## src/rtl/bus_pkg.sv

```systemverilog
// Shared definitions for the memory bus controller: FSM state encoding
// and the default start of the I/O window.
package bus_pkg;

    typedef enum logic [1:0] {
        IDLE   = 2'd0,
        WDRAIN = 2'd1,
        RDWAIT = 2'd2
    } bus_state_t;

    localparam logic [31:0] IO_BASE_DEFAULT = 32'hFFFF_0000;

endpackage

```

## src/rtl/wbuf_fifo.sv

```systemverilog
// Posted-write buffer: synchronous first-word-fall-through FIFO holding
// packed {addr, data} entries; pointers wrap modulo DEPTH.
module wbuf_fifo #(
    parameter int W     = 64,
    parameter int DEPTH = 4
) (
    input  logic         clk,
    input  logic         reset,
    input  logic         push,
    input  logic         pop,
    input  logic [W-1:0] din,
    output logic [W-1:0] dout,
    output logic         full,
    output logic         empty
);
    localparam int PW = $clog2(DEPTH);

    logic [W-1:0]  mem [DEPTH];
    logic [PW-1:0] wr_ptr;
    logic [PW-1:0] rd_ptr;
    logic [PW:0]   count;
    logic          do_push;
    logic          do_pop;

    assign full    = (count == (PW+1)'(DEPTH));
    assign empty   = (count == '0);
    assign do_push = push & ~full;
    assign do_pop  = pop & ~empty;
    assign dout    = mem[rd_ptr];

    always_ff @(posedge clk or negedge reset) begin
        if (!reset) begin
            wr_ptr <= '0;
            rd_ptr <= '0;
            count  <= '0;
        end else begin
            if (do_push) wr_ptr <= wr_ptr + 1'b1;
            if (do_pop)  rd_ptr <= rd_ptr + 1'b1;
            case ({do_push, do_pop})
                2'b10:   count <= count + 1'b1;
                2'b01:   count <= count - 1'b1;
                default: count <= count;
            endcase
        end
    end

    // Storage needs no reset: only entries below count are ever observed.
    always_ff @(posedge clk) begin
        if (do_push) mem[wr_ptr] <= din;
    end

endmodule

```

## src/rtl/mem_bus_ctrl.sv

```systemverilog
// Memory-side stage behind the cpu core: posts writes into a buffer,
// serves reads after the drain and decodes a single-cycle I/O window.
//
//  state  | meaning
//  IDLE   | no memory access in flight
//  WDRAIN | head buffered write on the bus, waiting for mem_ack
//  RDWAIT | memory read on the bus, waiting for mem_ack
module mem_bus_ctrl
    import bus_pkg::*;
#(
    parameter int                ADDR_W     = 32,
    parameter int                DATA_W     = 32,
    parameter int                WBUF_DEPTH = 4,
    parameter logic [ADDR_W-1:0] IO_BASE    = ADDR_W'(IO_BASE_DEFAULT)
) (
    input  logic              clk,
    input  logic              reset,
    input  logic              cpu_req,
    input  logic              cpu_rw,
    input  logic [ADDR_W-1:0] cpu_addr,
    input  logic [DATA_W-1:0] cpu_wdata,
    output logic [DATA_W-1:0] cpu_rdata,
    output logic              cpu_ready,
    output logic              mem_req,
    output logic              mem_we,
    output logic [ADDR_W-1:0] mem_addr,
    output logic [DATA_W-1:0] mem_wdata,
    input  logic [DATA_W-1:0] mem_rdata,
    input  logic              mem_ack,
    output logic              io_sel,
    output logic              io_we,
    output logic [7:0]        io_addr,
    output logic [DATA_W-1:0] io_wdata,
    input  logic [DATA_W-1:0] io_rdata
);
    bus_state_t                state;
    logic [DATA_W-1:0]         rdata_q;
    logic [ADDR_W+DATA_W-1:0]  head;
    logic                      fifo_full;
    logic                      fifo_empty;
    logic                      is_io;
    logic                      wr_post;
    logic                      io_go;
    logic                      rd_issue;
    logic                      rd_done;
    logic                      pop;

    assign is_io    = (cpu_addr >= IO_BASE);
    assign wr_post  = cpu_req & ~cpu_rw & ~is_io & ~fifo_full;
    assign io_go    = cpu_req & is_io & fifo_empty & (state == IDLE);
    assign rd_issue = cpu_req & cpu_rw & ~is_io & fifo_empty & (state == IDLE);
    assign rd_done  = (state == RDWAIT) & mem_ack;
    assign pop      = (state == WDRAIN) & mem_ack;

    wbuf_fifo #(
        .W     (ADDR_W + DATA_W),
        .DEPTH (WBUF_DEPTH)
    ) u_wbuf (
        .clk   (clk),
        .reset (reset),
        .push  (wr_post),
        .pop   (pop),
        .din   ({cpu_addr, cpu_wdata}),
        .dout  (head),
        .full  (fifo_full),
        .empty (fifo_empty)
    );

    // Combinational handshake outputs are gated by reset so that every
    // output reads zero while reset is held, whatever the core drives.
    assign cpu_ready = reset & (wr_post | io_go | rd_done);
    assign io_sel    = reset & io_go;
    assign io_we     = io_sel & ~cpu_rw;
    assign io_addr   = io_sel ? cpu_addr[7:0] : 8'h00;
    assign io_wdata  = io_sel ? cpu_wdata : '0;
    assign cpu_rdata = (io_sel & cpu_rw) ? io_rdata :
                       rd_done           ? mem_rdata : rdata_q;

    always_ff @(posedge clk or negedge reset) begin
        if (!reset) begin
            state     <= IDLE;
            mem_req   <= 1'b0;
            mem_we    <= 1'b0;
            mem_addr  <= '0;
            mem_wdata <= '0;
            rdata_q   <= '0;
        end else begin
            if (io_sel & cpu_rw) rdata_q <= io_rdata;
            case (state)
                IDLE: begin
                    if (!fifo_empty) begin
                        mem_req                <= 1'b1;
                        mem_we                 <= 1'b1;
                        {mem_addr, mem_wdata}  <= head;
                        state                  <= WDRAIN;
                    end else if (rd_issue) begin
                        mem_req  <= 1'b1;
                        mem_we   <= 1'b0;
                        mem_addr <= cpu_addr;
                        state    <= RDWAIT;
                    end
                end
                WDRAIN: begin
                    if (mem_ack) begin
                        mem_req <= 1'b0;
                        mem_we  <= 1'b0;
                        state   <= IDLE;
                    end
                end
                RDWAIT: begin
                    if (mem_ack) begin
                        mem_req <= 1'b0;
                        rdata_q <= mem_rdata;
                        state   <= IDLE;
                    end
                end
                default: state <= IDLE;
            endcase
        end
    end

    // The core must hold its request until it is accepted.
    req_held: assert property (@(posedge clk) disable iff (!reset)
                               cpu_req && !cpu_ready |=> cpu_req);

endmodule

```

## config.mk

```make
export PLATFORM = sky130hd
export DESIGN_NAME = mem_bus_ctrl
export DESIGN_NICKNAME = d
export VERILOG_FILES = /design/src/rtl/bus_pkg.sv /design/src/rtl/wbuf_fifo.sv /design/src/rtl/mem_bus_ctrl.sv
export SDC_FILE = /design/constraint.sdc
export NUM_CORES = 1
export LEC_CHECK = 0
export CAP_MARGIN = 15
export CORE_MARGIN = 2
export CORE_UTILIZATION = 48
export DETAILED_ROUTE_END_ITERATION = 10
export PLACE_DENSITY_LB_ADDON = 0.2
export SETUP_SLACK_MARGIN = 0.02
export SYNTH_ARGS = -nofsm -noshare
export SYNTH_HDL_FRONTEND = slang
export SYNTH_SLANG_ARGS = --single-unit
```

## constraint.sdc

```tcl
create_clock -name clk -period 3.36 [get_ports clk]
set_input_delay 0.672 -clock clk [delete_from_list [all_inputs] [get_ports clk]]
set_output_delay 0.672 -clock clk [all_outputs]
set_load 0.02 [all_outputs]
```

==> flow_metrics.tcl, run 1 <==
set metrics [dict create \
    place_worst_setup_slack_ps -407 \
    ctsHoldBuffers 0 \
    setup_slack_ps 81.4 \
    yosysSeqAreaShare_pct 68.1 \
    power_mw 15.9 \
    slowest_stage "clkdlybuf4s50_1" \
    place_area_um2 19000 \
    critPathRequiredTime_ps 2690 \
    grt_pass1_vias 10100 \
    leakage_nw 7.38 \
    start_kind "input port" \
    ios 274 \
    fin_skew_ps 9.81 \
    drcViolationCount 0 \
    cpMostUsedCell "buf_6" \
    hold_viol_final 0 \
    slew_headroom_pct 45.5 \
    status "complete, no violations" \
    rows 65 \
    numPortBuffers 273 \
    ys_ff_latch 363 \
    cp-end-kind "primary output" \
    ys.flop_type "edfxtp_1" \
    layout_common_cells "edfxtp_1 (256), clkdlybuf4s50_1 (192), dfrtp_1 (105)" \
    synth_top_area_share_pct 50.5 \
    vias 9803 \
    rsz0062_at_grt "yes" \
    r2r-start "state[0]" \
    drv_slew 0 \
    ant_nets 0 \
    hp-class "input port to asynchronous set/reset pin" \
    syn_area_um2 15200 \
    dpl.hpwl_um 22500 \
    final_area_um2 19900 \
    die_h_um 182 \
    synth_area_leaders "edfxtp_1 (51%), dfrtp_1 (18%), mux4_2 (9.5%)" \
    ys_async_sr_fraction_pct 29.5 \
    worst_pin_slew_ps 818 \
    r2r_cells 7 \
    insertion_delay_ps 520 \
    cts_buffer_depth 3 \
    core_area_um2 31400 \
    die_x_um 182 \
    grtUsageTotal_pct 22.0 \
    synth_nets 1148 \
    dieArea_um2 33100 \
    num-nets-final 1465 \
    reg2reg_slack_ps 1040 \
    dp_cells 1682 \
    drtIter0Drc 653 \
    syn_inst 1005 \
    synth.distinct_cells 40 \
    post_cts_buffers 0 \
    grt_max_degree 58 \
    peakVddDrop_mv 0.576 \
    syn_avg_cell_area_um2 15.1 \
    timing.rr.end "mem_addr[18]" \
    start_util_pct 48.4 \
    crit_fanout 11 \
    fmax_ghz 0.305 \
    clkSinkCount 363 \
    tns_ps 0 \
    cp.arrival_ps 2610 \
    antennaDiodeCount 0 \
    cp_slowest_stage_delay_ps 480 \
    area_delta_synth_final_pct 31.0 \
    p_per_area_nw_per_um2 797 \
    path_cells "clkdlybuf4s50_1, nand4_1, nor4_4, buf_6, buf_4, and2_4, buf_6, o21ai_0, clkdlybuf4s15_1" \
    cap_violations 0 \
    gp_congestion 0.805 \
    root_buffer "clkbuf_16" \
    fin_crit_ps 3280 \
    antenna_found_initial 0 \
    hold_slack_ps 339 \
    synth_edf_count 256 \
    wirelength_um 36500 \
    drive_gt1_share_pct 23.4 \
    grt_overflow_total 0 \
    fin_util_pct 63.5 \
    yosysTopAreaCell "edfxtp_1" \
    h-tree-depth 2 \
    firstDrtPassIters 5 \
    yosysWarnings 0 \
    cts_made_buffers 39 \
    drt-vias-per-instance 5.60 \
    period_share_pct 97.6 \
    layout.cells.non_filler 1751 \
    cts_tree "done" \
    final_common_cell "edfxtp_1" \
    grt_pass1_wl_um 56500 \
    wl_per_cell_um 20.8 \
    setup_viol 0 \
    path_clk_slew_ps 60 \
    critPathKind "input port to primary output" \
]
==> worst max-delay path: cells and delay by family <==
kind            cells  cell delay (ps)
buf+inv             5             1210
compound gates      1              100
simple gates        3              620
==> state kept, by name, summed over array words and instances (netlist names) <==
| name | count |
|---|---|
| u_wbuf.wr_ptr | 2 |
| mem_addr | 32 |
| mem_req | 1 |
| mem_wdata | 32 |
| mem_we | 1 |
| rdata_q | 32 |
| u_wbuf.rd_ptr | 2 |
| state | 2 |
| u_wbuf.mem | 256 |
| u_wbuf.count | 3 |
==> final cells by class <==
type | count | area, um2
clock buffers | 52 | 1080
clock inverters | 16 | 129
fillers | 2369 | 11500
inverters | 44 | 165
multi-input cells | 528 | 4430
flip-flops and latches | 363 | 10400
well taps | 402 | 503
repair buffers | 346 | 3240
==> metal layers <==
| metal | GRT usage (%) | part of all wire, % | up-vias |
|---|---|---|---|
| met5 | 0 | 0 | - |
| met4 | 5.65 | 2.0 | 0 |
| met3 | 4.15 | 5.5 | 51 |
| met2 | 36.1 | 48 | 310 |
| met1 | 30.6 | 44 | 4971 |
| li1 | - | - | 4471 |
==> synthesized netlist by cell type, drive strengths merged (32+ instances only) <==
| cell | number |
|---|---|
| dfrtp | 107 |
| nand2 | 72 |
| a21oi | 34 |
| nand4 | 39 |
| a221oi | 32 |
| mux2 | 33 |
| inv | 44 |
| nor2 | 35 |
| o211ai | 32 |
| o21ai | 33 |
| clkbuf | 39 |
| mux4 | 64 |
| and2 | 79 |
| edfxtp | 256 |
| nand3 | 35 |
==> worst max path at each step <==
stage | from | to | slack [ps] | depth (start not counted)
floorplan | cpu_addr[16] | u_wbuf.mem[0][0] | 470 | 4
global placement | cpu_addr[17] | cpu_rdata[31] | -380 | 9
detailed placement | cpu_addr[17] | cpu_rdata[31] | -410 | 9
CTS | cpu_addr[28] | io_wdata[8] | 30 | 8
global route | state[0] | cpu_rdata[8] | 4 | 8
finish | cpu_addr[19] | cpu_rdata[8] | 80 | 9
==> where the power goes <==
| part | switching, mW | internal, mW | total (mW) |
|---|---|---|---|
| clock | 1.67 | 2.41 | 4.08 |
| sequential | 0.489 | 5.78 | 6.26 |
| combinational | 2.77 | 2.76 | 5.53 |
==> repair_timing <==
item / 4_1_cts / 5_1_grt
setup endpoints to repair: 75 / 70
resized for setup: 249 / 68
cloned: 0 / 1
pin swaps: 0 / 2
==> logic make-up after synthesis <==
kind of cell / synth area share [%]
adders and majority gates: 0.872
DFF: 68.1
muxes: 11.9
xor gates and xnor gates: 0.346
and+or+nand+nor: 9.64
buffers and inverters: 3.08
AOI/OAI and AO/OA: 6.00
Note: power is estimated with default switching activity, not from simulation.
==> inputs of run 2 (changes only) <==
--- a/config.mk
+++ b/config.mk
@@ -7,7 +7,7 @@
 export LEC_CHECK = 0
 export CAP_MARGIN = 15
 export CORE_MARGIN = 2
-export CORE_UTILIZATION = 48
+export CORE_UTILIZATION = 53
 export DETAILED_ROUTE_END_ITERATION = 10
 export PLACE_DENSITY_LB_ADDON = 0.2
 export SETUP_SLACK_MARGIN = 0.02
==> constraint.sdc (replaced) <==
create_clock -name clk -period 3.6 [get_ports clk]
set_input_delay 0.72 -clock clk [delete_from_list [all_inputs] [get_ports clk]]
set_output_delay 0.72 -clock clk [all_outputs]
set_load 0.02 [all_outputs]
==> run 2 against run 1 <==
Setup slack worse by 16 ps. Register-to-register slack better by 270 ps. Clock skew down 1.4 ps. Utilization up 6.6 points. Sequential cell count unchanged. Combinational power down 10%.
==> flow_metrics.tcl, run 2 (synthesis gave the netlist of run 1 again) <==
set metrics [dict create \
    status "complete, no violations" \
    grt_overflow_total 0 \
    die_x_um 173 \
    fin_skew_ps 8.41 \
    fillers 1930 \
    gp_congestion 0.814 \
    clkSinkCount 363 \
    period_share_pct 98.2 \
    grt_pass1_vias 10300 \
    root_buffer "clkbuf_16" \
    critPathRequiredTime_ps 2880 \
    die_h_um 173 \
    crit_fanout 21 \
    cp.arrival_ps 2810 \
    numPortBuffers 273 \
    peakVddDrop_mv 0.412 \
    dieArea_um2 30100 \
    register_area_um2 10400 \
    hp-class "input port to asynchronous set/reset pin" \
    grt_max_degree 67 \
    start_kind "input port" \
    ctsHoldBuffers 0 \
    grtUsageTotal_pct 24.2 \
    insertion_delay_ps 520 \
    top_register "u_wbuf.mem" \
    h-tree-depth 2 \
    start_util_pct 53.4 \
    wirelength_um 36500 \
    rsz0062_at_grt "yes" \
    multi_input_area_um2 4420 \
    layout.cells.non_filler 1722 \
    fmax_ghz 0.283 \
    cts_buffer_depth 3 \
    dp_cells 1648 \
    fin_util_pct 70.0 \
    drcViolationCount 0 \
    cts_tree "done" \
    rows 62 \
    ios 274 \
    ant_nets 0 \
    worst_pin_slew_ps 1020 \
    layout_common_cells "edfxtp_1 (256), clkdlybuf4s50_1 (197), dfrtp_1 (105)" \
    path_clk_slew_ps 60 \
    path_cells "clkdlybuf4s50_1, nand4_1, nor4_4, buf_4, and3_4, clkbuf_16, and2_1, clkdlybuf4s15_1" \
    cp_slowest_stage_delay_ps 500 \
    critPathKind "input port to primary output" \
    cap_violations 0 \
    antennaDiodeCount 0 \
    power_mw 15.0 \
    largest_reg_flops 256 \
    hold_viol_final 0 \
    antenna_found_initial 0 \
    setup_viol 0 \
    core_area_um2 28500 \
    num-nets-final 1450 \
    p_per_area_nw_per_um2 750 \
    area_delta_synth_final_pct 31.1 \
    drive_gt1_share_pct 19.2 \
    vias 9979 \
    firstDrtPassIters 5 \
    drt-vias-per-instance 5.80 \
    drv_slew 0 \
    grt_pass1_wl_um 57100 \
    fin_crit_ps 3530 \
    slowest_stage "clkdlybuf4s50_1" \
    cts_made_buffers 39 \
    leakage_nw 7.33 \
    hold_slack_ps 43.2 \
    drtIter0Drc 850 \
    cp-end-kind "primary output" \
    wl_per_cell_um 21.2 \
    slew_headroom_pct 31.8 \
    final_common_cell "edfxtp_1" \
    dpl.hpwl_um 22100 \
]
## run 2: worst paths after layout
kind | start | endpoint | slack [ps] | cells past startpoint
setup reg to reg | state[0] | mem_addr[25] | 1310 | 7
setup / recovery | cpu_addr[18] | io_wdata[30] | 70 | 8
hold / removal | reset | mem_addr[5] | 40 | 1
max in group asynchronous | reset | mem_addr[29] | 1840 | 3
min in group clk | mem_wdata[7] | mem_wdata[7] | 500 | 1
hold reg to reg | mem_wdata[7] | mem_wdata[7] | 500 | 1
## run 2: routing by layer
metal | global-route usage (%) | vias to the layer above | wire (um)
met1 | 31.9 | 5062 | 14900
met2 | 40.8 | 388 | 17900
met3 | 4.71 | 88 | 2380
li1 | - | 4441 | -
met4 | 8.02 | 0 | 1270
met5 | 0 | - | 0
## run 2: per-stage QoR
stage | cell area (um2) | setup slack, ps | TNS [ps]
2_1_floorplan | 15200 | 664 | 0
3_5_place_dp | 18700 | -380 | -21750
5_1_grt | 19900 | 19.3 | 0
4_1_cts | 19900 | 25.7 | 0
3_3_place_gp | 18700 | -266 | -16430
6_report | 19900 | 65.6 | 0
## run 2: critical path, delay by kind of cell
kind,cells,cell delay (ps)
buf+inv,4,1200
simple gates,4,880
## run 2: final cells by class
type / count / area share, %
clock buffers: 46 / 5.28
well taps: 384 / 2.41
flip-flops and latches: 363 / 52.0
inverters: 44 / 0.828
multi-input cells: 528 / 22.2
repair buffers: 331 / 16.0
clock inverters: 26 / 1.24
## run 2: repair_timing
item,CTS,global route
cloned,0,1
gates resized for setup,76,66
buffers inserted,1,0
pin swaps,1,0
hold endpoints to repair,0,0
endpoints found under the setup margin,75,55
## run 2: where the power goes
part	switching (mW)	internal (mW)
Clock	1.60	2.39
Combinational	2.43	2.54
Sequential	0.606	5.39
==> edit (settings of run 1) <==
The parameter `ADDR_W` goes from 32 to 64.
--- a/src/rtl/mem_bus_ctrl.sv
+++ b/src/rtl/mem_bus_ctrl.sv
@@ -8,7 +8,7 @@
 module mem_bus_ctrl
     import bus_pkg::*;
 #(
-    parameter int                ADDR_W     = 32,
+    parameter int                ADDR_W     = 64,
     parameter int                DATA_W     = 32,
     parameter int                WBUF_DEPTH = 4,
     parameter logic [ADDR_W-1:0] IO_BASE    = ADDR_W'(IO_BASE_DEFAULT)
Interface: changed (resized cpu_addr and mem_addr); port bits go from 274 to 338. The function was not compared with the original's and may differ.
==> edit against run 1 <==
  * The run now ends with setup timing left
  * Sequential share of layout area down 0.92 points
  * Non-clock buffer count up 143
  * Sequential cell count up 160
  * Critical path depth up 2
  * Setup slack worse by 140 ps
  * Area after synthesis up 41%
  * Cell count up 30%
  * Total power down 5.6%
  * Register-to-register slack worse by 130 ps
  * Worst hold slack worse by 57 ps
  * Cell area up 47%
  * Wire length up 44%
  * Clock power up 54%
  * Critical path type unchanged
  * Largest power group unchanged
==> edit: results (changes against run 1) <==
status - finished with violations
failing checks - setup timing
Skew-Pair Late Insertion Delay - 610 ps (+90 ps)
synth top area cells - edfxtp_1, dfrtp_1, mux4_2, mux2_2, mux2_4
Netlist cell types - 45 (+13%)
Routability Congestion - 0.816 (+1.5%)
share of layout cells above drive strength 1 - 42.4% (+19 points)
Worst Path Max Fanout - 7 (-4)
Post-synth top cells - edfxtp_1, dfrtp_1, mux2_2, mux4_2, nand2_1
worst path arrival time - 2740 ps (+130 ps)
Switching Fraction - 22.1% (-8.9 points)
Post-synth ARST share - 26.6% (-2.9 points)
peak supply drop - 0.397 mV (-31%)
Leak - 11.1 nW (+50%)
Slowest-stage cell, CP - or3_4
Filler cells - 2962 (+25%)
CP max stage delay - 350 ps (-130 ps)
sequential area share after synthesis - 69.8% (+1.6 points)
vias in the first global route - 12905 (+28%)
DR WL/cell - 23.1 um (+11%)
largest net degree at the start of global routing - 141 (+140%)
Syn Nets - 1332 (+16%)
Final Setup Violations - 41 (+41)
Max-slew headroom - 41.1% (-4.3 points)
Final Skew - 19.3 ps (+9.52 ps)
first-pass GRT wire length - 76600 um (+36%)
Max Clk Rate - 0.293 GHz (-4.0%)
Global Route Usage Sum - 21.6% (-0.40 points)
max reg flops - 384 (+50%)
CTS buffer count - 54 (+38%)
dpl hpwl - 30600 um (+36%)
Layout Nets - 1813 (+24%)
Setup WS post-layout - -54.1 ps (-135 ps)
initial drt markers - 922 (+41%)
==> edit: final timing paths <==
path	cells past startpoint	startpoint	slack (ps)	to
worst max-delay path	11	cpu_addr[38]	-50	io_wdata[26]
min in group clk	1	cpu_addr[18]	330	u_wbuf.mem[0][50]
worst min register to register	1	mem_wdata[29]	500	mem_wdata[29]
worst min-delay path	2	reset	280	mem_addr[1]
worst max register to register	4	u_wbuf.count[2]	910	mem_addr[39]
max in group asynchronous	2	reset	2410	u_wbuf.rd_ptr[0]
==> edit: per-layer routing <==
layer / up-vias / wire, um / track usage, %
li1: 5511 / - / -
met5: - / 16 / 0
met3: 64 / 3240 / 5.99
met2: 320 / 26200 / 35.6
met4: 2 / 981 / 5.03
met1: 6450 / 22100 / 28.7
==> edit: power groups by stage <==
stage	Sequential [mW]	Combinational [mW]	Clock, mW
2_1_floorplan	7.32	0.478	0
3_3_place_gp	7.28	1.29	0
3_5_place_dp	7.29	1.30	0
4_1_cts	7.16	1.23	6.41
5_1_grt	7.17	1.63	6.68
6_report	7.16	1.54	6.29
==> edit: repair_timing <==
item	4_1_cts	5_1_grt
gates cloned	1	13
resized for setup	445	313
setup endpoints to repair	410	75
buffers inserted	4	13
pin swaps	12	38
hold endpoints to repair	0	0
==> edit: area by class of cell <==
cell class / count / area, um^2 / area share, %
Sequential cell: 523 / 15000 / 51.1
Multi-Input combinational cell: 561 / 6680 / 22.7
Timing Repair Buffer: 489 / 5020 / 17.1
Clock buffer: 67 / 1470 / 5.01
Tap cell: 592 / 741 / 2.52
Clock inverter: 34 / 409 / 1.39
Inverter: 9 / 33.8 / 0.115
Antenna cell: 1 / 2.50 / 0.00852
==> edit: cell families after synthesis <==
kind of cell               count (synthesis)  synth area share [%]
and+or+nand+nor                          176                  4.11
DFF                                      523                  69.8
adders and majority gates                 10                 0.617
buffers and inverters                     73                  1.90
xor gates and xnor gates                   6                 0.244
AOI/OAI and AO/OA                         80                  2.32
muxes                                    289                  21.0
==> edit: metrics by stage <==
step | setup slack [ps] | hold WS (ps) | cell area, um^2 | cells | TNS, ps
6_report | -54.1 | 283 | 29400 | 2276 | -1340
3_3_place_gp | -943 | 489 | 26500 | 2142 | -333110
3_5_place_dp | -971 | 492 | 26500 | 2142 | -329800
4_1_cts | -123 | 305 | 28200 | 2248 | -7120
5_1_grt | -114 | 308 | 29400 | 2275 | -4770
2_1_floorplan | -323 | 376 | 21500 | 1157 | -124110
